$ cat src/rtl/id_ex_stage_if.sv
// ID/EX stage bus: decoded ID fields, hazard-unit controls and MEM/WB forwarding
// sources in, ALU operands and pipeline controls out. The DUT side is the slave modport.
interface id_ex_stage_if #(
    parameter int N = 32
);
    logic         stall;
    logic         flush;
    logic         id_valid;
    logic [N-1:0] id_rs_data;
    logic [N-1:0] id_rt_data;
    logic [15:0]  id_imm;
    logic [4:0]   id_shamt;
    logic [4:0]   id_rs;
    logic [4:0]   id_rt;
    logic [4:0]   id_rd;
    logic [5:0]   id_opcode;
    logic [5:0]   id_funct;
    logic [1:0]   id_alu_op;
    logic         id_alu_src;
    logic         id_reg_write;
    logic         id_reg_dst;

    logic         mem_reg_write;
    logic [4:0]   mem_rd;
    logic [N-1:0] mem_result;
    logic         wb_reg_write;
    logic [4:0]   wb_rd;
    logic [N-1:0] wb_result;

    logic [N-1:0] alu_input1;
    logic [N-1:0] alu_input2;
    logic [5:0]   alu_operation;
    logic         ex_valid;
    logic         ex_reg_write;
    logic [4:0]   ex_dest;
    logic         ex_illegal;

    modport master (
        output stall, flush, id_valid, id_rs_data, id_rt_data, id_imm, id_shamt,
               id_rs, id_rt, id_rd, id_opcode, id_funct, id_alu_op, id_alu_src,
               id_reg_write, id_reg_dst,
               mem_reg_write, mem_rd, mem_result, wb_reg_write, wb_rd, wb_result,
        input  alu_input1, alu_input2, alu_operation, ex_valid, ex_reg_write,
               ex_dest, ex_illegal
    );

    modport slave (
        input  stall, flush, id_valid, id_rs_data, id_rt_data, id_imm, id_shamt,
               id_rs, id_rt, id_rd, id_opcode, id_funct, id_alu_op, id_alu_src,
               id_reg_write, id_reg_dst,
               mem_reg_write, mem_rd, mem_result, wb_reg_write, wb_rd, wb_result,
        output alu_input1, alu_input2, alu_operation, ex_valid, ex_reg_write,
               ex_dest, ex_illegal
    );
endinterface

$ cat src/rtl/id_ex_stage.sv
// ID/EX pipeline register with ALU op decode, operand select and optional MEM/WB forwarding.
// Define ID_EX_FORWARD_EN to build the forwarding muxes; otherwise latched register-file values are used.
module id_ex_stage #(
    parameter int N = 32
) (
    input  logic           clk,
    input  logic           reset_n,
    id_ex_stage_if.slave   bus
);
    localparam logic [5:0] OP_ADD   = 6'b100000;
    localparam logic [5:0] OP_SUB   = 6'b100010;
    localparam logic [5:0] OP_AND   = 6'b100100;
    localparam logic [5:0] OP_OR    = 6'b100101;
    localparam logic [5:0] OP_XOR   = 6'b100110;
    localparam logic [5:0] OP_NOR   = 6'b100111;
    localparam logic [5:0] OP_SRL   = 6'b000010;
    localparam logic [5:0] OP_SRA   = 6'b000011;

    localparam logic [5:0] OPC_ADDI = 6'b001000;
    localparam logic [5:0] OPC_ANDI = 6'b001100;
    localparam logic [5:0] OPC_ORI  = 6'b001101;
    localparam logic [5:0] OPC_XORI = 6'b001110;

    typedef struct packed {
        logic         valid;
        logic         reg_write;
        logic         illegal;
        logic         shift;
        logic         alu_src;
        logic [4:0]   dest;
        logic [4:0]   rs;
        logic [4:0]   rt;
        logic [4:0]   shamt;
        logic [5:0]   op;
        logic [N-1:0] rs_data;
        logic [N-1:0] rt_data;
        logic [N-1:0] imm;
    } stage_t;

    function automatic stage_t bubble();
        stage_t b;
        b    = '0;
        b.op = OP_ADD;
        return b;
    endfunction

    if (N < 16) begin : g_width_check
        $error("id_ex_stage: N must be at least 16");
    end

    stage_t       r;
    stage_t       nxt;
    logic [5:0]   dec_op;
    logic         dec_illegal;
    logic         dec_shift;
    logic         imm_zext;
    logic [N-1:0] imm_ext;
    logic [N-1:0] fwd_rs;
    logic [N-1:0] fwd_rt;

    always_comb begin
        dec_op      = OP_ADD;
        dec_illegal = 1'b0;
        dec_shift   = 1'b0;
        case (bus.id_alu_op)
            2'b00: dec_op = OP_ADD;
            2'b01: dec_op = OP_SUB;
            2'b10: begin
                case (bus.id_funct)
                    OP_ADD, OP_SUB, OP_AND, OP_OR, OP_XOR, OP_NOR: dec_op = bus.id_funct;
                    OP_SRL, OP_SRA: begin
                        dec_op    = bus.id_funct;
                        dec_shift = 1'b1;
                    end
                    default: dec_illegal = 1'b1;
                endcase
            end
            default: begin
                case (bus.id_opcode)
                    OPC_ADDI: dec_op = OP_ADD;
                    OPC_ANDI: dec_op = OP_AND;
                    OPC_ORI:  dec_op = OP_OR;
                    OPC_XORI: dec_op = OP_XOR;
                    default:  dec_illegal = 1'b1;
                endcase
            end
        endcase
    end

    // Logical immediates zero-extend; arithmetic and everything else sign-extend.
    assign imm_zext = (bus.id_opcode == OPC_ANDI) || (bus.id_opcode == OPC_ORI) ||
                      (bus.id_opcode == OPC_XORI);
    assign imm_ext  = imm_zext ? N'(bus.id_imm) : N'($signed(bus.id_imm));

    always_comb begin
        nxt = bubble();
        if (!bus.flush && bus.id_valid) begin
            nxt.valid     = 1'b1;
            nxt.reg_write = bus.id_reg_write & ~dec_illegal;
            nxt.illegal   = dec_illegal;
            nxt.shift     = dec_shift;
            nxt.alu_src   = bus.id_alu_src;
            nxt.dest      = bus.id_reg_dst ? bus.id_rd : bus.id_rt;
            nxt.rs        = bus.id_rs;
            nxt.rt        = bus.id_rt;
            nxt.shamt     = bus.id_shamt;
            nxt.op        = dec_illegal ? OP_ADD : dec_op;
            nxt.rs_data   = bus.id_rs_data;
            nxt.rt_data   = bus.id_rt_data;
            nxt.imm       = imm_ext;
        end
    end

    // Flush overrides stall, so a bubble lands even while the stage is held.
    always_ff @(posedge clk or negedge reset_n) begin
        if (!reset_n) begin
            r <= bubble();
        end else if (bus.flush || !bus.stall) begin
            r <= nxt;
        end
    end

`ifdef ID_EX_FORWARD_EN
    function automatic logic [N-1:0] fwd_sel(
        input logic [4:0]   idx,
        input logic [N-1:0] reg_val,
        input logic         m_we,
        input logic [4:0]   m_rd,
        input logic [N-1:0] m_val,
        input logic         w_we,
        input logic [4:0]   w_rd,
        input logic [N-1:0] w_val
    );
        if (m_we && (m_rd == idx) && (idx != 5'd0)) return m_val;
        if (w_we && (w_rd == idx) && (idx != 5'd0)) return w_val;
        return reg_val;
    endfunction

    assign fwd_rs = fwd_sel(r.rs, r.rs_data, bus.mem_reg_write, bus.mem_rd, bus.mem_result,
                            bus.wb_reg_write, bus.wb_rd, bus.wb_result);
    assign fwd_rt = fwd_sel(r.rt, r.rt_data, bus.mem_reg_write, bus.mem_rd, bus.mem_result,
                            bus.wb_reg_write, bus.wb_rd, bus.wb_result);
`else
    logic unused_fwd;

    assign fwd_rs     = r.rs_data;
    assign fwd_rt     = r.rt_data;
    assign unused_fwd = ^{bus.mem_reg_write, bus.mem_rd, bus.mem_result,
                          bus.wb_reg_write, bus.wb_rd, bus.wb_result, r.rs, r.rt};
`endif

    assign bus.alu_input1    = r.shift ? fwd_rt : fwd_rs;
    assign bus.alu_input2    = r.shift   ? N'(r.shamt) :
                               r.alu_src ? r.imm       : fwd_rt;
    assign bus.alu_operation = r.op;
    assign bus.ex_valid      = r.valid;
    assign bus.ex_reg_write  = r.reg_write;
    assign bus.ex_dest       = r.dest;
    assign bus.ex_illegal    = r.illegal;
endmodule
$ cat src/flat_wrapper.sv
// flat-port wrapper written by rule: the top's interface ports become plain ports
module id_ex_stage_flat 
#(
    parameter int N = 32
)
  (clk, reset_n, bus_stall, bus_flush, bus_id_valid, bus_id_rs_data, bus_id_rt_data, bus_id_imm, bus_id_shamt, bus_id_rs, bus_id_rt, bus_id_rd, bus_id_opcode, bus_id_funct, bus_id_alu_op, bus_id_alu_src, bus_id_reg_write, bus_id_reg_dst, bus_mem_reg_write, bus_mem_rd, bus_mem_result, bus_wb_reg_write, bus_wb_rd, bus_wb_result, bus_alu_input1, bus_alu_input2, bus_alu_operation, bus_ex_valid, bus_ex_reg_write, bus_ex_dest, bus_ex_illegal);
  id_ex_stage_if #(.N(N)) bus_i ();
  input  logic clk;
  input  logic reset_n;
  input wire logic [$bits(bus_i.stall)-1:0] bus_stall;
  input wire logic [$bits(bus_i.flush)-1:0] bus_flush;
  input wire logic [$bits(bus_i.id_valid)-1:0] bus_id_valid;
  input wire logic [$bits(bus_i.id_rs_data)-1:0] bus_id_rs_data;
  input wire logic [$bits(bus_i.id_rt_data)-1:0] bus_id_rt_data;
  input wire logic [$bits(bus_i.id_imm)-1:0] bus_id_imm;
  input wire logic [$bits(bus_i.id_shamt)-1:0] bus_id_shamt;
  input wire logic [$bits(bus_i.id_rs)-1:0] bus_id_rs;
  input wire logic [$bits(bus_i.id_rt)-1:0] bus_id_rt;
  input wire logic [$bits(bus_i.id_rd)-1:0] bus_id_rd;
  input wire logic [$bits(bus_i.id_opcode)-1:0] bus_id_opcode;
  input wire logic [$bits(bus_i.id_funct)-1:0] bus_id_funct;
  input wire logic [$bits(bus_i.id_alu_op)-1:0] bus_id_alu_op;
  input wire logic [$bits(bus_i.id_alu_src)-1:0] bus_id_alu_src;
  input wire logic [$bits(bus_i.id_reg_write)-1:0] bus_id_reg_write;
  input wire logic [$bits(bus_i.id_reg_dst)-1:0] bus_id_reg_dst;
  input wire logic [$bits(bus_i.mem_reg_write)-1:0] bus_mem_reg_write;
  input wire logic [$bits(bus_i.mem_rd)-1:0] bus_mem_rd;
  input wire logic [$bits(bus_i.mem_result)-1:0] bus_mem_result;
  input wire logic [$bits(bus_i.wb_reg_write)-1:0] bus_wb_reg_write;
  input wire logic [$bits(bus_i.wb_rd)-1:0] bus_wb_rd;
  input wire logic [$bits(bus_i.wb_result)-1:0] bus_wb_result;
  output wire logic [$bits(bus_i.alu_input1)-1:0] bus_alu_input1;
  output wire logic [$bits(bus_i.alu_input2)-1:0] bus_alu_input2;
  output wire logic [$bits(bus_i.alu_operation)-1:0] bus_alu_operation;
  output wire logic [$bits(bus_i.ex_valid)-1:0] bus_ex_valid;
  output wire logic [$bits(bus_i.ex_reg_write)-1:0] bus_ex_reg_write;
  output wire logic [$bits(bus_i.ex_dest)-1:0] bus_ex_dest;
  output wire logic [$bits(bus_i.ex_illegal)-1:0] bus_ex_illegal;
  assign bus_i.stall = bus_stall;
  assign bus_i.flush = bus_flush;
  assign bus_i.id_valid = bus_id_valid;
  assign bus_i.id_rs_data = bus_id_rs_data;
  assign bus_i.id_rt_data = bus_id_rt_data;
  assign bus_i.id_imm = bus_id_imm;
  assign bus_i.id_shamt = bus_id_shamt;
  assign bus_i.id_rs = bus_id_rs;
  assign bus_i.id_rt = bus_id_rt;
  assign bus_i.id_rd = bus_id_rd;
  assign bus_i.id_opcode = bus_id_opcode;
  assign bus_i.id_funct = bus_id_funct;
  assign bus_i.id_alu_op = bus_id_alu_op;
  assign bus_i.id_alu_src = bus_id_alu_src;
  assign bus_i.id_reg_write = bus_id_reg_write;
  assign bus_i.id_reg_dst = bus_id_reg_dst;
  assign bus_i.mem_reg_write = bus_mem_reg_write;
  assign bus_i.mem_rd = bus_mem_rd;
  assign bus_i.mem_result = bus_mem_result;
  assign bus_i.wb_reg_write = bus_wb_reg_write;
  assign bus_i.wb_rd = bus_wb_rd;
  assign bus_i.wb_result = bus_wb_result;
  assign bus_alu_input1 = bus_i.alu_input1;
  assign bus_alu_input2 = bus_i.alu_input2;
  assign bus_alu_operation = bus_i.alu_operation;
  assign bus_ex_valid = bus_i.ex_valid;
  assign bus_ex_reg_write = bus_i.ex_reg_write;
  assign bus_ex_dest = bus_i.ex_dest;
  assign bus_ex_illegal = bus_i.ex_illegal;
  id_ex_stage #(.N(N)) u_core (.clk(clk), .reset_n(reset_n), .bus(bus_i));
endmodule
$ cat config.mk
export PLATFORM = sky130hd
export DESIGN_NAME = id_ex_stage_flat
export DESIGN_NICKNAME = d
export VERILOG_FILES = /design/src/rtl/id_ex_stage_if.sv /design/src/rtl/id_ex_stage.sv /design/src/flat_wrapper.sv
export SDC_FILE = /design/constraint.sdc
export NUM_CORES = 1
export LEC_CHECK = 0
export BUFFER_PORTS_ARGS = -buffer_cell sky130_fd_sc_hd__buf_2
export CAP_MARGIN = 20
export CORE_MARGIN = 1
export CORE_UTILIZATION = 35
export DETAILED_ROUTE_END_ITERATION = 8
export PLACE_DENSITY_LB_ADDON = 0.15
export RECOVER_POWER = 50
export SKIP_LAST_GASP = 1
export SYNTH_ARGS = -nofsm -noshare
export SYNTH_HDL_FRONTEND = slang
export SYNTH_SLANG_ARGS = --single-unit
$ cat constraint.sdc
create_clock -name clk -period 3.85 [get_ports clk]
set_clock_uncertainty 0.2 [all_clocks]
set_input_delay 0.385 -clock clk [delete_from_list [all_inputs] [get_ports clk]]
set_output_delay 0.385 -clock clk [all_outputs]
set_load 0.02 [all_outputs]
* Word-level counts from Yosys, hierarchy flattened
Index checks and enable logic that the tools add are counted.
** Operators by class
- Equal/unequal tests :: 14
- Mux-type cells :: 15
- Bitwise gates (word level) :: 2
- Reduce and logical (&&, ||, !) cells :: 11
** Operators with widths (number)
- 32-bit two-way mux :: 4
- 127-bit two-way mux :: 1
- 6-bit == test, second input constant :: 6
- 6-bit by 4-bit == test with 1-bit output, second input constant :: 4
- 6-bit case mux with 3 select lines :: 1
- 6-bit by 2-bit == test with 1-bit output, second input constant :: 2
- 6-bit two-way mux :: 2
- 3-bit case mux with 3 select lines :: 1
- 8-bit OR reduction :: 1
- 5-bit two-way mux :: 1
- 1-bit two-way mux :: 4
- 2-bit OR reduction :: 2
- 4-bit OR reduction :: 1
- 1-bit logical OR :: 3
- 2-bit by 1-bit == test with 1-bit output, second input constant :: 1
- 2-bit == test, second input constant :: 1
- 1-bit logical NOT :: 2
- 2-bit logical NOT :: 1
- 1-bit case mux with 2 select lines :: 1
- 1-bit bitwise AND :: 1
- 1-bit logical AND :: 1
- 1-bit inverter :: 1
** Storage, ports and cells
- Bits in registers :: 117
- Input bits :: 198
- Output and inout port bits :: 78
- Word-level logic and storage cells :: 53

* Depth between registers and ports, before layout
Gate-level depths: netlist (run 1).
- Depth in word-level cells :: 7
- Gate-level depth with buffers :: 6
- Depth with buffers taken out :: 4

* Least setup slack after synthesis (run 1)
OpenSTA, ideal clock, no wires.
- Path kind :: register -> output
- From :: reg u_core.r[122] (netlist bit)
- To :: out bus_alu_input2[0]
- Arrival :: 1.282 ns
- Required time :: 3.265 ns
- Slack :: 1.983 ns
- Cell stages (with the launch flop) :: 5
- Buffers on the path :: 2
- Cells stage by stage :: dfrtp_1 clkbuf_1 buf_2 mux2i_1 o21ai_0
** Between the ends
- Cells in the longest elaborated chain, start to end :: 2
** RTL lines
- start: declaration :: line id_ex_stage.sv:51 : stage_t r;
- start signal: assignment :: line id_ex_stage.sv:117 : r <= bubble();
- start signal: assignment :: line id_ex_stage.sv:119 : r <= nxt;
- 32-bit two-way mux :: line id_ex_stage.sv:154 : r.alu_src ? r.imm : fwd_rt;
- 32-bit two-way mux :: line id_ex_stage.sv:153 : assign bus.alu_input2 = r.shift ? N'(r.shamt) :
- end: declaration :: line flat_wrapper.sv:33 : output wire logic [$bits(bus_i.alu_input2)-1:0] bus_alu_input2;
No other way between the ends.

* Final worst setup path (run 1)
- From :: in bus_stall
- To :: reg u_core.r (netlist bit u_core.fwd_rt[8])
** Between the ends
- Cells in the longest elaborated chain, start to end :: 2
** RTL lines
- start: declaration :: line flat_wrapper.sv:10 : input wire logic [$bits(bus_i.stall)-1:0] bus_stall;
- 1-bit logical NOT :: line id_ex_stage.sv:118 : end else if (bus.flush || !bus.stall) begin
- 1-bit logical OR :: line id_ex_stage.sv:118
No other way between the ends.
A chain may end at the register's enable or synchronous reset.

==> results of run 1 <==
[cells by family (layout without fill, tap and decap cells)]
group	after synthesis	after routing	synth area share (%)
multiplexers	53	53	12.05
flip-flops	102	102	53.95
AO/OA/AOI/OAI	126	126	21.33
AND/OR/NAND/NOR	66	66	7.164
buffers and inverters	48	222	5.498
[worst max path at each step]
stage	to	slack, ns	cells past startpoint
after CTS	bus_alu_input2[30]	1.13	3
after floorplan	bus_alu_input2[0]	1.98	4
after global placement	bus_alu_input2[16]	1.50	3
after detailed placement	bus_alu_input2[30]	1.53	3
final	u_core.fwd_rt[8]$_DFFE_PN0P_	1.05	5
after global routing	u_core.fwd_rs[8]$_DFFE_PN0P_	0.72	4
[per-layer routing]
layer,up-vias,GRT usage [%],wire [um],share of wire [%]
li1,1781,-,-,-
met1,1873,24.09,5564,44
met2,123,30.07,5973,48
met3,17,6.757,871,6.9
met4,2,5.048,146,1.2
met5,-,0,13,0.10
[worst register-to-register path, cell delays in order (launching register included)]
cell     delay (ns)
dfrtp_1        0.70
buf_4          0.42
a22o_1         0.20
[layout by cell type, fill, tap and decap left out, types with 2 or more instances in the layout]
master / count
buf_2: 179
dfrtp_1: 100
a22o_1: 87
mux2_2: 32
nand2_1: 23
mux2i_1: 21
nand2b_1: 18
a21oi_1: 17
clkbuf_1: 16
o21ai_0: 12
nor2_1: 11
clkbuf_16: 9
buf_4: 6
a32o_1: 3
clkinvlp_4: 3
clkinv_2: 3
and2_1: 2
nor2b_1: 2
nand4bb_1: 2
inv_1: 2
nand3_1: 2
buf_12: 2
[final cells by class]
cell class / instances / area [um2] / share of cell area (%)
multi-input cells: 245 / 1929 / 31.95
clock inverters: 6 / 37.54 / 0.6215
repair buffers: 204 / 1051 / 17.40
clock buffers: 10 / 239.0 / 3.957
flip-flops and latches: 102 / 2555 / 42.30
well taps: 176 / 220.2 / 3.646
inverters: 2 / 7.507 / 0.1243
[state kept, by name, summed over array words and instances, names as in the netlist]
register and flops:
u_core.bus.alu_operation 6, u_core.bus.ex_dest 5, u_core.bus.ex_illegal 1, u_core.bus.ex_reg_write 1, u_core.bus.ex_valid 1, u_core.fwd_rs 32, u_core.fwd_rt 32, u_core.r 24
[power groups by stage]
stage               logic [mW]  clock network [mW]  registers (mW)
floorplan                0.150                   0            1.15
global placement         0.278                   0            1.15
detailed placement       0.282                   0            1.15
CTS                      0.283               0.884            1.13
global route             0.310               0.928            1.14
finish                   0.282               0.844            1.13
[stage by stage]
stage               area (um2)  cells  worst slack [ns]
CTS                       6015    742             1.128
detailed placement        5738    726             1.527
global placement          5738    726             1.500
floorplan                 4733    395             1.983
finish                    6040    745             1.054
global route              6040    745            0.7207
[what timing repair did]
item                       in CTS  in global routing
buffers inserted                0                  0
hold buffers                    0                  1
hold endpoints to repair        0                 37
setup endpoints to repair       0                  0
==> flow_summary.html, run 1 <==
<table>
<tr><th>Metric</th><th>Value</th></tr>
<tr><th colspan="2">Power and ir drop</th></tr>
<tr><td>Sw frac</td><td>25.48%</td></tr>
<tr><td>Reported net switching power</td><td>~580 uW</td></tr>
<tr><td>Clock share of power</td><td>37.3%</td></tr>
<tr><td>Total power draw</td><td>between 2 and 2.5 mW</td></tr>
<tr><td>Worst ir drop on vdd</td><td>0.2711 mV</td></tr>
<tr><td>Internal Power</td><td>1.685 mW</td></tr>
<tr><td>Power per standard cell area</td><td>approximately 370 nW/um2</td></tr>
<tr><td>Share of total power in sequential cells</td><td>roughly 50%</td></tr>
<tr><td>Leakage dissipation</td><td>3.129 nW</td></tr>
<tr><td>Combinational fraction of design power</td><td>12.5%</td></tr>
<tr><th colspan="2">Detailed routing</th></tr>
<tr><td>Count of vias placed by the detailed router</td><td>3,796</td></tr>
<tr><td>Via/cell ratio</td><td>between 5 and 6</td></tr>
<tr><td>Sum of routed wire length over all layers</td><td>~13 mm</td></tr>
<tr><td>Average wire per standard cell</td><td>16.87 um</td></tr>
<tr><td>First-iteration detailed-routing DRC count</td><td>between 200 and 300</td></tr>
<tr><td>Drt pass-1 iters</td><td>4</td></tr>
<tr><td># DRC</td><td>0</td></tr>
<tr><td>Post-route ant nets</td><td>0</td></tr>
<tr><th colspan="2">Setup path</th></tr>
<tr><td>Startpoint of the worst setup timing path</td><td>bus_stall</td></tr>
<tr><td>Required time reported for the critical path endpoint</td><td>just under 4 ns</td></tr>
<tr><td>FF-to-FF setup slack</td><td>between 2 and 2.5 ns</td></tr>
<tr><td>WP buf/inv</td><td>3</td></tr>
<tr><td>Cell family contributing the most delay on the critical path</td><td>buffers and inverters</td></tr>
<tr><td>Critical path endpoint category</td><td>flop</td></tr>
<tr><td>Data arrival, critical path</td><td>between 2 and 3 ns</td></tr>
<tr><td>Worst flop-to-flop path startpoint</td><td>u_core.r[122]$_DFFE_PN0P_</td></tr>
<tr><td>Worst Reg2Reg Path Length in Cells</td><td>2</td></tr>
<tr><td>Cell-by-cell listing of the critical path</td><td>clkbuf_1 &gt; nor2b_4 &gt; clkbuf_1 &gt; buf_12 &gt; a22o_1</td></tr>
<tr><td>Most repeated library cell on the critical path</td><td>clkbuf_1</td></tr>
<tr><td>Critical path peak fanout</td><td>56</td></tr>
<tr><td>Worst R2R End</td><td>u_core.r[122]$_DFFE_PN0P_</td></tr>
<tr><td>Critical Setup Path Class</td><td>in2reg</td></tr>
<tr><td>Critical path's largest stage delay</td><td>approximately 1.6 ns</td></tr>
<tr><td>Worst Setup Start Kind</td><td>input pin</td></tr>
<tr><td>Slowest cell on the critical path</td><td>clkbuf_1</td></tr>
<tr><th colspan="2">Final layout</th></tr>
<tr><td>Utilization after layout</td><td>between 40% and 50%</td></tr>
<tr><td>Final net count</td><td>approximately 760</td></tr>
<tr><td>Layout-stage area growth over the synthesis result</td><td>27.60%</td></tr>
<tr><td>Layout cell share with drive strength beyond 1</td><td>42.71%</td></tr>
<tr><td>Number of filler instances in the final layout</td><td>around 1,300</td></tr>
<tr><td>Antenna diode count</td><td>0</td></tr>
<tr><th colspan="2">Synthesis</th></tr>
<tr><td>Average cell area after synthesis</td><td>around 12 um2</td></tr>
<tr><td>Syn Inst Count</td><td>395</td></tr>
<tr><td>Total of warnings raised by yosys</td><td>0</td></tr>
<tr><td>Most frequently used flop master after synthesis</td><td>dfrtp_1</td></tr>
<tr><td>Top cells by instance count after synthesis</td><td>dfrtp_1, a22o_1, mux2_2, nand2_1, mux2i_1</td></tr>
<tr><td>Total of flip-flops plus latches after synthesis</td><td>102</td></tr>
<tr><td>Post-synth top area cell</td><td>dfrtp_1</td></tr>
<tr><td>Proportion of synthesized chip area in sequential cells</td><td>approximately 54%</td></tr>
<tr><td>Most frequent cell after synthesis</td><td>dfrtp_1</td></tr>
<tr><td>Number of distinct library cells after synthesis</td><td>34</td></tr>
<tr><td>Synth async-reset ratio</td><td>between 90% and 100%</td></tr>
<tr><td>Post-synth EDFFs</td><td>0</td></tr>
<tr><td>Area of the mapped netlist</td><td>about 4700 um2</td></tr>
<tr><td>Share of the synthesized area in the top cell type</td><td>53.40%</td></tr>
<tr><td>Largest cells by area after synthesis</td><td>dfrtp_1, a22o_1, mux2_2, mux2i_1, nand2b_1</td></tr>
<tr><td>Synthesized netlist net count</td><td>between 500 and 600</td></tr>
<tr><th colspan="2">Clock tree</th></tr>
<tr><td>CTS Root Buffer Type</td><td>clkbuf_16</td></tr>
<tr><td>CTS tree</td><td>built</td></tr>
<tr><td>Post-CTS Resized</td><td>0</td></tr>
<tr><td>Number of clock sinks</td><td>102</td></tr>
<tr><td>TritonCTS Buffers</td><td>9</td></tr>
<tr><td>Buffer depth of the longest clock path</td><td>2</td></tr>
<tr><td>Clock transition time at the flip-flop clock pins of the worst setup and hold paths</td><td>roughly 0.070 ns</td></tr>
<tr><td>Worst-skew pair later-pin latency</td><td>about 0.35 ns</td></tr>
<tr><td>H-tree depth</td><td>3</td></tr>
<tr><th colspan="2">Global route</th></tr>
<tr><td>Number of antenna violations at the first check in global routing</td><td>1</td></tr>
<tr><td>Overall overflow remaining after global route</td><td>0</td></tr>
<tr><td>Number of global-route vias before repair</td><td>3,909</td></tr>
<tr><td>First-pass GRT wire length</td><td>20.60 mm</td></tr>
<tr><td>GRT Total Usage</td><td>about a fifth</td></tr>
<tr><td>Maximum number of pins on one net before global-route repair</td><td>approximately 100</td></tr>
<tr><th colspan="2">STA</th></tr>
<tr><td>Worst Max-Slew Pin Slew</td><td>2.322 ns</td></tr>
<tr><td>Number of failing setup endpoints in the final timing report</td><td>0</td></tr>
<tr><td>Unrepaired setup endpoints after global routing</td><td>false</td></tr>
<tr><td>Highest attainable clock frequency</td><td>between 300 and 400 MHz</td></tr>
<tr><td>Final cycle utilization of the critical path</td><td>72.63%</td></tr>
<tr><td>Aggregate negative setup slack</td><td>0 ns</td></tr>
<tr><td>Hold violation count in the final report</td><td>0</td></tr>
<tr><td>Tightest slew margin relative to the limit</td><td>-54.81%</td></tr>
<tr><td>Final Max Slew Viols</td><td>85</td></tr>
<tr><td>Hold Worst Slack</td><td>around 0.05 ns</td></tr>
<tr><td>Clock period minus worst slack</td><td>about 2.8 ns</td></tr>
<tr><th colspan="2">Place</th></tr>
<tr><td>Number of input and output port buffers inserted</td><td>between 150 and 200</td></tr>
<tr><td>Final RePlAce weighted congestion</td><td>0.7648</td></tr>
<tr><td>DP HPWL</td><td>8.247 mm</td></tr>
<tr><th colspan="2">Floorplanning</th></tr>
<tr><td>Std-Cell Rows</td><td>42</td></tr>
<tr><td>I/O pin total</td><td>roughly 280</td></tr>
<tr><td>Initial core utilization</td><td>between 30 and 40%</td></tr>
<tr><td>Die span in y</td><td>around 120 um</td></tr>
<tr><td>Core Area</td><td>roughly 13,000 um2</td></tr>
<tr><td>Die Width</td><td>around 120 um</td></tr>
<tr><td>Die Footprint</td><td>around 14,000 um2</td></tr>
<tr><th colspan="2">Outcome</th></tr>
<tr><td>Violated checks</td><td>max-capacitance violations, max-slew violations</td></tr>
<tr><td>Run status</td><td>finished, violations left</td></tr>
<tr><th colspan="2">Min path</th></tr>
<tr><td>Hold Path Class</td><td>in2reg</td></tr>
<tr><td>Beginning of the worst hold path</td><td>bus_id_shamt[0]</td></tr>
<tr><td>Worst hold endpoint</td><td>u_core.r[102]$_DFFE_PN0P_</td></tr>
<tr><td>Worst hold path depth</td><td>2</td></tr>
<tr><th colspan="2">Job</th></tr>
<tr><td>Number of max-cap violations</td><td>2</td></tr>
</table>
Power figures use the tool's default switching activity.
==> run 2: changes to the inputs <==
==> constraint.sdc (replaced) <==
create_clock -name clk -period 2.7 [get_ports clk]
set_clock_uncertainty 0.2 [all_clocks]
set_input_delay 0.27 -clock clk [delete_from_list [all_inputs] [get_ports clk]]
set_output_delay 0.27 -clock clk [all_outputs]
set_load 0.02 [all_outputs]
==> run 2 against run 1 <==
  * The flow still finishes with violations (max-capacitance violations, max-slew violations)
  * Power grew 60%
  * Sequential share of layout area shrank 5.9 points
  * Utilization grew 7.4 points
  * Worst hold slack lost 0.031 ns
  * Critical path depth shrank 2
  * Critical path type is now reg2out
==> flow_summary.html, run 2 (same netlist as run 1, synthesis figures left out) <==
<table>
<tr><th>Metric</th><th>Value</th></tr>
<tr><th colspan="2">Detailed routing</th></tr>
<tr><td>Count of vias placed by the detailed router</td><td>4,175 (+10%)</td></tr>
<tr><td>Sum of routed wire length over all layers</td><td>13.54 mm (+7.7%)</td></tr>
<tr><td>First-iteration detailed-routing DRC count</td><td>257 (-3.0%)</td></tr>
<tr><td>Average wire per standard cell</td><td>16.23 um (-3.8%)</td></tr>
<tr><td>Drt pass-1 iters</td><td>4 (unchanged)</td></tr>
<tr><td># DRC</td><td>0 (unchanged)</td></tr>
<tr><td>Post-route ant nets</td><td>0 (unchanged)</td></tr>
<tr><td>Via/cell ratio</td><td>5.006 (-1.8%)</td></tr>
<tr><th colspan="2">STA</th></tr>
<tr><td>Hold Worst Slack</td><td>0.01840 ns (-0.03131 ns)</td></tr>
<tr><td>Clock period minus worst slack</td><td>between 2 and 2.5 ns</td></tr>
<tr><td>Setup WS post-layout</td><td>0.3653 ns (-0.6885 ns)</td></tr>
<tr><td>Hold violation count in the final report</td><td>0 (unchanged)</td></tr>
<tr><td>Aggregate negative setup slack</td><td>0 ns (unchanged)</td></tr>
<tr><td>Tightest slew margin relative to the limit</td><td>-34.44% (+20 points)</td></tr>
<tr><td>Final Max Slew Viols</td><td>103 (+21%)</td></tr>
<tr><td>Worst Max-Slew Pin Slew</td><td>2.017 ns (-0.3055 ns)</td></tr>
<tr><td>Final cycle utilization of the critical path</td><td>between 80% and 90%</td></tr>
<tr><td>Highest attainable clock frequency</td><td>between 400 and 500 MHz</td></tr>
<tr><td>Unrepaired setup endpoints after global routing</td><td>false</td></tr>
<tr><td>Number of failing setup endpoints in the final timing report</td><td>0 (unchanged)</td></tr>
<tr><th colspan="2">Place</th></tr>
<tr><td>Placement Setup Slack</td><td>0.7433 ns (-0.7836 ns)</td></tr>
<tr><td>Number of input and output port buffers inserted</td><td>194 (unchanged)</td></tr>
<tr><td>DP HPWL</td><td>8.604 mm (+4.3%)</td></tr>
<tr><td># placed instances</td><td>730 (+0.55%)</td></tr>
<tr><td>Final RePlAce weighted congestion</td><td>0.7600 (-0.63%)</td></tr>
<tr><th colspan="2">Global route</th></tr>
<tr><td>GRT Total Usage</td><td>20.07% (+1.2 points)</td></tr>
<tr><td>First-pass GRT wire length</td><td>22.31 mm (+8.3%)</td></tr>
<tr><td>Number of global-route vias before repair</td><td>4,410 (+13%)</td></tr>
<tr><td>Overall overflow remaining after global route</td><td>0 (unchanged)</td></tr>
<tr><td>Number of antenna violations at the first check in global routing</td><td>0 (-1)</td></tr>
<tr><td>Maximum number of pins on one net before global-route repair</td><td>103 (unchanged)</td></tr>
<tr><th colspan="2">Setup path</th></tr>
<tr><td>Worst Reg2Reg Path Length in Cells</td><td>3 (+1)</td></tr>
<tr><td>Required time reported for the critical path endpoint</td><td>2.23 ns (-1.70 ns)</td></tr>
<tr><td>Worst Setup Start Kind</td><td>flop</td></tr>
<tr><td>Setup crit end</td><td>bus_alu_input1[22]</td></tr>
<tr><td>Critical path's largest stage delay</td><td>0.71 ns (-0.93 ns)</td></tr>
<tr><td>Cell-by-cell listing of the critical path</td><td>buf_12 &gt; mux2_2 &gt; buf_2</td></tr>
<tr><td>FF-to-FF setup slack</td><td>1.29 ns (-0.97 ns)</td></tr>
<tr><td>Worst R2R End</td><td>u_core.r[123]$_DFFE_PN0P_</td></tr>
<tr><td>Worst flop-to-flop path startpoint</td><td>u_core.r[123]$_DFFE_PN0P_</td></tr>
<tr><td>Slowest cell on the critical path</td><td>dfrtp_2</td></tr>
<tr><td>Critical path peak fanout</td><td>29 (-48%)</td></tr>
<tr><td>Startpoint of the worst setup timing path</td><td>u_core.r[123]$_DFFE_PN0P_</td></tr>
<tr><td>Data arrival, critical path</td><td>1.86 ns (-1.02 ns)</td></tr>
<tr><td>Critical Setup Path Class</td><td>reg2out</td></tr>
<tr><td>Critical path endpoint category</td><td>output pin</td></tr>
<tr><th colspan="2">Final layout</th></tr>
<tr><td>Most used cells in the layout excluding fill and tap cells</td><td>buf_2, dfrtp_1, dlygate4sd3_1, a22o_1, mux2_2</td></tr>
<tr><td>Number of standard cells in the final layout excluding fillers</td><td>834 (+12%)</td></tr>
<tr><td>Leading cell type in the layout, fill and taps excluded</td><td>buf_2</td></tr>
<tr><td>Layout cell share with drive strength beyond 1</td><td>39.06% (-3.6 points)</td></tr>
<tr><td>Final net count</td><td>851 (+12%)</td></tr>
<tr><td>Antenna diode count</td><td>0 (unchanged)</td></tr>
<tr><td>Layout-stage area growth over the synthesis result</td><td>48.35%</td></tr>
<tr><td>Utilization after layout</td><td>53.23% (+7.4 points)</td></tr>
<tr><th colspan="2">Floorplanning</th></tr>
<tr><td>Std-Cell Rows</td><td>42 (unchanged)</td></tr>
<tr><td>Initial core utilization</td><td>35.89% (unchanged)</td></tr>
<tr><td>I/O pin total</td><td>276 (unchanged)</td></tr>
<tr><td>Core Area</td><td>13,190 um2 (unchanged)</td></tr>
<tr><td>Die Footprint</td><td>13,990 um2 (unchanged)</td></tr>
<tr><td>Die Width</td><td>118.3 um (unchanged)</td></tr>
<tr><td>Die span in y</td><td>118.3 um (unchanged)</td></tr>
<tr><th colspan="2">Power and ir drop</th></tr>
<tr><td>Share of total power in sequential cells</td><td>44.7% (-5.5 points)</td></tr>
<tr><td>Combinational fraction of design power</td><td>14.0% (+1.5 points)</td></tr>
<tr><td>Reported net switching power</td><td>847.0 uW (+47%)</td></tr>
<tr><td>Internal Power</td><td>2.768 mW (+64%)</td></tr>
<tr><td>Leakage dissipation</td><td>3.595 nW (+15%)</td></tr>
<tr><td>Sw frac</td><td>23.43% (-2.1 points)</td></tr>
<tr><td>Clock share of power</td><td>41.3% (+4.0 points)</td></tr>
<tr><td>Worst ir drop on vdd</td><td>0.3153 mV (+16%)</td></tr>
<tr><td>Power per standard cell area</td><td>514.9 nW/um2 (+38%)</td></tr>
<tr><th colspan="2">Clock tree</th></tr>
<tr><td>Clock transition time at the flip-flop clock pins of the worst setup and hold paths</td><td>0.07 ns (about the same)</td></tr>
<tr><td>CTS Root Buffer Type</td><td>clkbuf_16</td></tr>
<tr><td>Number of clock sinks</td><td>102 (unchanged)</td></tr>
<tr><td>H-tree depth</td><td>3 (unchanged)</td></tr>
<tr><td>Buffer depth of the longest clock path</td><td>2 (unchanged)</td></tr>
<tr><td>Worst-skew pair later-pin latency</td><td>0.34 ns (about the same)</td></tr>
<tr><td>TritonCTS Buffers</td><td>9 (unchanged)</td></tr>
<tr><td>CTS tree</td><td>built</td></tr>
<tr><td>Post-CTS Resized</td><td>0 (unchanged)</td></tr>
<tr><th colspan="2">Outcome</th></tr>
<tr><td>Violated checks</td><td>max-capacitance violations, max-slew violations</td></tr>
<tr><td>Run status</td><td>finished, violations left</td></tr>
<tr><th colspan="2">Min path</th></tr>
<tr><td>Beginning of the worst hold path</td><td>bus_id_rd[3]</td></tr>
<tr><td>Hold Path Class</td><td>in2reg</td></tr>
<tr><th colspan="2">Job</th></tr>
<tr><td>Number of max-cap violations</td><td>1 (-1)</td></tr>
</table>
[run 2: cell count changes in the layout (fill, tap and decap cells not counted), moves of 3 or more]
cell,change
dlygate4sd3_1,+87
buf_2,+12
clkbuf_1,-12
bufinv_16,+3
clkinvlp_4,-3
[run 2: critical path: cells and delay by family, from the launching register on]
family | cells | cell delay (ns)
mux | 1 | 0.36
buf+inv | 2 | 0.42
flops | 1 | 0.71
[run 2: routing by layer]
| layer | up-vias | share of wire, % | global-route usage, % | wire [um] |
|---|---|---|---|---|
| met1 | 2054 | 44 | 25.96 | 5997 |
| met2 | 136 | 49 | 33.38 | 6698 |
| met3 | 15 | 4.8 | 3.716 | 653 |
| met4 | 0 | 1.4 | 7.452 | 187 |
| li1 | 1970 | - | - | - |
| met5 | - | 0 | 0 | 0 |
[run 2: worst min-delay path by stage]
stage,cells past startpoint,end
floorplan,0,u_core.bus.alu_operation[0]$_DFFE_PN0P_
finish,3,u_core.bus.ex_dest[3]$_DFFE_PN0P_
detailed placement,1,u_core.fwd_rt[23]$_DFFE_PN0P_
global route,3,u_core.bus.ex_dest[3]$_DFFE_PN0P_
global placement,1,u_core.fwd_rs[23]$_DFFE_PN0P_
CTS,3,u_core.bus.ex_dest[3]$_DFFE_PN0P_
[run 2: power groups by stage]
stage / Sequential, mW / Combinational, mW / Clock (mW)
after floorplan: 1.64 / 0.214 / 0
after global placement: 1.64 / 0.407 / 0
after detailed placement: 1.64 / 0.412 / 0
after CTS: 1.62 / 0.514 / 1.55
after global routing: 1.62 / 0.551 / 1.59
final: 1.62 / 0.506 / 1.49
[run 2: cell type report]
class                           count  area [um2]
Sequential cell                   102        2555
Multi-Input combinational cell    245        1929
Clock inverter                      6       108.9
Inverter                            2       7.507
Fill cell                        1165        6168
Tap cell                          176       220.2
Clock buffer                       10       239.0
Timing Repair Buffer              293        1962
[run 2: through the flow]
| stage | area (um2) | total power [mW] |
|---|---|---|
| 5_1_grt | 7022 | 3.769 |
| 2_1_floorplan | 4733 | 1.850 |
| 3_5_place_dp | 5818 | 2.057 |
| 4_1_cts | 7047 | 3.676 |
| 3_3_place_gp | 5818 | 2.050 |
| 6_report | 7022 | 3.615 |
[run 2: what timing repair did]
item,in CTS,in global routing
setup buffers,0,0
hold endpoints to repair,123,0
hold buffers,88,0
==> run 3: changes to the inputs <==
--- a/config.mk
+++ b/config.mk
@@ -9,9 +9,10 @@
 export CAP_MARGIN = 20
 export CORE_MARGIN = 1
 export CORE_UTILIZATION = 35
+export CTS_CLUSTER_DIAMETER = 50
 export DETAILED_ROUTE_END_ITERATION = 8
+export GPL_ROUTABILITY_DRIVEN = 0
 export PLACE_DENSITY_LB_ADDON = 0.15
-export RECOVER_POWER = 50
 export SKIP_LAST_GASP = 1
 export SYNTH_ARGS = -nofsm -noshare
 export SYNTH_HDL_FRONTEND = slang
==> run 3 against run 2 <==
  * The run now ends clean
  * Worst setup slack better by 0.0069 ns
  * Combinational power is 1% higher
  * Fmax rose by 0.30%
  * Utilization increased by 0.19 points
  * Critical endpoint unchanged
  * Largest cell class unchanged
  * Highest routed layer unchanged
==> flow_summary.html, run 3 (same netlist as run 1, synthesis figures left out) <==
<table>
<tr><th>Metric</th><th>Value</th></tr>
<tr><th colspan="2">Outcome</th></tr>
<tr><td>Run status</td><td>complete, no violations</td></tr>
<tr><th colspan="2">Final layout</th></tr>
<tr><td>Most used cells in the layout excluding fill and tap cells</td><td>buf_2, dfrtp_1, dlygate4sd3_1, a22o_1, mux2_2</td></tr>
<tr><td>Antenna diode count</td><td>0 (unchanged)</td></tr>
<tr><td>Number of standard cells in the final layout excluding fillers</td><td>834 (unchanged)</td></tr>
<tr><td>Layout cell share with drive strength beyond 1</td><td>39.67% (+0.61 points)</td></tr>
<tr><td>Leading cell type in the layout, fill and taps excluded</td><td>buf_2</td></tr>
<tr><td>Summed area of non-filler cells in the final layout</td><td>7047 um2 (+0.36%)</td></tr>
<tr><td>Utilization after layout</td><td>53.42% (+0.19 points)</td></tr>
<tr><td>Final net count</td><td>851 (unchanged)</td></tr>
<tr><td>Layout-stage area growth over the synthesis result</td><td>48.88%</td></tr>
<tr><th colspan="2">Setup path</th></tr>
<tr><td>FF-to-FF setup slack</td><td>1.34 ns (+0.05 ns)</td></tr>
<tr><td>Worst Setup Start Kind</td><td>flop</td></tr>
<tr><td>Critical path endpoint category</td><td>output pin</td></tr>
<tr><td>Slowest cell on the critical path</td><td>dfrtp_2</td></tr>
<tr><td>Worst R2R End</td><td>u_core.r[123]$_DFFE_PN0P_</td></tr>
<tr><td>Required time reported for the critical path endpoint</td><td>2.23 ns (about the same)</td></tr>
<tr><td>Data arrival, critical path</td><td>1.86 ns (about the same)</td></tr>
<tr><td>Cell family contributing the most delay on the critical path</td><td>flip-flops</td></tr>
<tr><td>Critical path's largest stage delay</td><td>0.71 ns (about the same)</td></tr>
<tr><td>Critical path peak fanout</td><td>29 (unchanged)</td></tr>
<tr><td>WP buf/inv</td><td>2 (unchanged)</td></tr>
<tr><td>Critical Setup Path Class</td><td>reg2out</td></tr>
<tr><td>Worst flop-to-flop path startpoint</td><td>u_core.r[123]$_DFFE_PN0P_</td></tr>
<tr><td>Worst Reg2Reg Path Length in Cells</td><td>3 (unchanged)</td></tr>
<tr><td>Cell-by-cell listing of the critical path</td><td>buf_12 &gt; mux2_2 &gt; buf_2</td></tr>
<tr><th colspan="2">Clock tree</th></tr>
<tr><td>Hold buffers post-CTS</td><td>88 (unchanged)</td></tr>
<tr><td>Post-CTS setup buffer count</td><td>0 (unchanged)</td></tr>
<tr><td>Clock transition time at the flip-flop clock pins of the worst setup and hold paths</td><td>0.07 ns (about the same)</td></tr>
<tr><td>Post-CTS Resized</td><td>0 (unchanged)</td></tr>
<tr><td>H-tree depth</td><td>3 (unchanged)</td></tr>
<tr><td>Number of clock sinks</td><td>102 (unchanged)</td></tr>
<tr><td>CTS Root Buffer Type</td><td>clkbuf_16</td></tr>
<tr><td>Buffer depth of the longest clock path</td><td>2 (unchanged)</td></tr>
<tr><td>TritonCTS Buffers</td><td>9 (unchanged)</td></tr>
<tr><td>CTS tree</td><td>built</td></tr>
<tr><td>Worst-skew pair later-pin latency</td><td>0.34 ns (about the same)</td></tr>
<tr><th colspan="2">Min path</th></tr>
<tr><td>Worst hold path depth</td><td>3 (unchanged)</td></tr>
<tr><td>Beginning of the worst hold path</td><td>bus_id_rd[3]</td></tr>
<tr><td>Worst hold endpoint</td><td>u_core.bus.ex_dest[3]$_DFFE_PN0P_</td></tr>
<tr><td>Hold Path Class</td><td>in2reg</td></tr>
<tr><th colspan="2">Global route</th></tr>
<tr><td>Maximum number of pins on one net before global-route repair</td><td>103 (unchanged)</td></tr>
<tr><td>Number of antenna violations at the first check in global routing</td><td>0 (unchanged)</td></tr>
<tr><td>First-pass GRT wire length</td><td>22.31 mm (unchanged)</td></tr>
<tr><td>Overall overflow remaining after global route</td><td>0 (unchanged)</td></tr>
<tr><td>Number of global-route vias before repair</td><td>4,410 (unchanged)</td></tr>
<tr><td>GRT Total Usage</td><td>20.07% (unchanged)</td></tr>
<tr><th colspan="2">STA</th></tr>
<tr><td>Number of failing setup endpoints in the final timing report</td><td>0 (unchanged)</td></tr>
<tr><td>Hold violation count in the final report</td><td>0 (unchanged)</td></tr>
<tr><td>Unrepaired setup endpoints after global routing</td><td>false</td></tr>
<tr><td>Aggregate negative setup slack</td><td>0 ns (unchanged)</td></tr>
<tr><td>Worst Max-Slew Pin Slew</td><td>0.5692 ns (-1.447 ns)</td></tr>
<tr><td>Tightest slew margin relative to the limit</td><td>61.96% (+96 points)</td></tr>
<tr><td>Final cycle utilization of the critical path</td><td>86.22% (-0.26 points)</td></tr>
<tr><td>Highest attainable clock frequency</td><td>429.6 MHz (+0.30%)</td></tr>
<tr><td>Clock period minus worst slack</td><td>2.328 ns (-0.006894 ns)</td></tr>
<tr><td>Final Max Slew Viols</td><td>0 (-100%)</td></tr>
<tr><th colspan="2">Place</th></tr>
<tr><td>Number of input and output port buffers inserted</td><td>194 (unchanged)</td></tr>
<tr><td>DP HPWL</td><td>8.604 mm (unchanged)</td></tr>
<tr><td>Cell area reported after detailed placement</td><td>5818 um2 (unchanged)</td></tr>
<tr><td># placed instances</td><td>730 (unchanged)</td></tr>
<tr><th colspan="2">Job</th></tr>
<tr><td>Number of max-cap violations</td><td>0 (-1)</td></tr>
<tr><th colspan="2">Detailed routing</th></tr>
<tr><td>Post-route ant nets</td><td>0 (unchanged)</td></tr>
<tr><td>Routed met1 length</td><td>5.938 mm (-0.98%)</td></tr>
<tr><td>Highest routed layer</td><td>met4</td></tr>
<tr><td>Count of vias placed by the detailed router</td><td>4,202 (+0.65%)</td></tr>
<tr><td>Met2 wire len</td><td>6.713 mm (+0.22%)</td></tr>
<tr><td>Via/cell ratio</td><td>5.038 (+0.65%)</td></tr>
<tr><td>Sum of routed wire length over all layers</td><td>13.55 mm (about the same)</td></tr>
<tr><td>First-iteration detailed-routing DRC count</td><td>262 (+1.9%)</td></tr>
<tr><td>Drt pass-1 iters</td><td>4 (unchanged)</td></tr>
<tr><td>Sum of met3 wire segment lengths after detailed routing</td><td>707 um (+8.3%)</td></tr>
<tr><td>Average wire per standard cell</td><td>16.25 um (about the same)</td></tr>
<tr><td># DRC</td><td>0 (unchanged)</td></tr>
<tr><th colspan="2">Floorplanning</th></tr>
<tr><td>Std-Cell Rows</td><td>42 (unchanged)</td></tr>
<tr><td>Core Area</td><td>13,190 um2 (unchanged)</td></tr>
<tr><td>Die span in y</td><td>118.3 um (unchanged)</td></tr>
<tr><td>Initial core utilization</td><td>35.89% (unchanged)</td></tr>
<tr><td>I/O pin total</td><td>276 (unchanged)</td></tr>
<tr><td>Die Footprint</td><td>13,990 um2 (unchanged)</td></tr>
<tr><td>Die Width</td><td>118.3 um (unchanged)</td></tr>
<tr><th colspan="2">Power and ir drop</th></tr>
<tr><td>Worst ir drop on vdd</td><td>0.3125 mV (-0.88%)</td></tr>
<tr><td>Power per standard cell area</td><td>513.6 nW/um2 (-0.25%)</td></tr>
<tr><td>Leakage dissipation</td><td>3.616 nW (+0.58%)</td></tr>
</table>
run 3: layout make-up:
cell class	count	area, um2
timing repair buffer	293	1987
sequential	102	2555
fill	1157	6143
tap	176	220.2
clock inverter	6	108.9
inverter	2	7.507
multi-input combinational	245	1929
clock buffer	10	239.0
run 3: worst max path at each step:
stage,from,endpoint,slack [ns],depth (start not counted)
final,u_core.r[123]$_DFFE_PN0P_,bus_alu_input1[22],0.37,3
after global routing,u_core.r[123]$_DFFE_PN0P_,bus_alu_input1[22],0.30,3
after CTS,u_core.r[123]$_DFFE_PN0P_,bus_alu_input1[29],0.36,3
after detailed placement,u_core.r[123]$_DFFE_PN0P_,bus_alu_input1[29],0.74,3
after global placement,u_core.r[123]$_DFFE_PN0P_,bus_alu_input1[24],0.75,3
after floorplan,u_core.r[122]$_DFFE_PN0P_,bus_alu_input2[0],0.95,4
run 3: power breakdown:
part / internal (mW) / total [mW] / switching [mW] / leakage [nW]
clock network: 0.930 / 1.49 / 0.562 / 0.172
registers: 1.58 / 1.62 / 0.0351 / 1.39
logic: 0.261 / 0.511 / 0.250 / 2.06
run 3: layer usage:
| layer | GRT usage [%] | vias to the layer above |
|---|---|---|
| li1 | - | 1971 |
| met1 | 25.96 | 2070 |
| met2 | 33.38 | 146 |
| met3 | 3.716 | 15 |
| met4 | 7.452 | 0 |
| met5 | 0 | - |
run 3: worst register-to-register path: cells and delay by family (launching register included):
family / cells / cell delay (ns)
buffers and inverters: 1 / 0.25
DFF: 1 / 0.71
and+or+nand+nor: 2 / 0.14
run 3: through the flow:
step                setup WS (ns)  power [mW]  hold slack, ns
floorplan                  0.9478       1.850         -0.2256
global placement           0.7464       2.050         0.08525
detailed placement         0.7433       2.057         0.08744
CTS                        0.3603       3.676        0.002681
global route               0.2954       3.773         0.03755
finish                     0.3722       3.619         0.01959
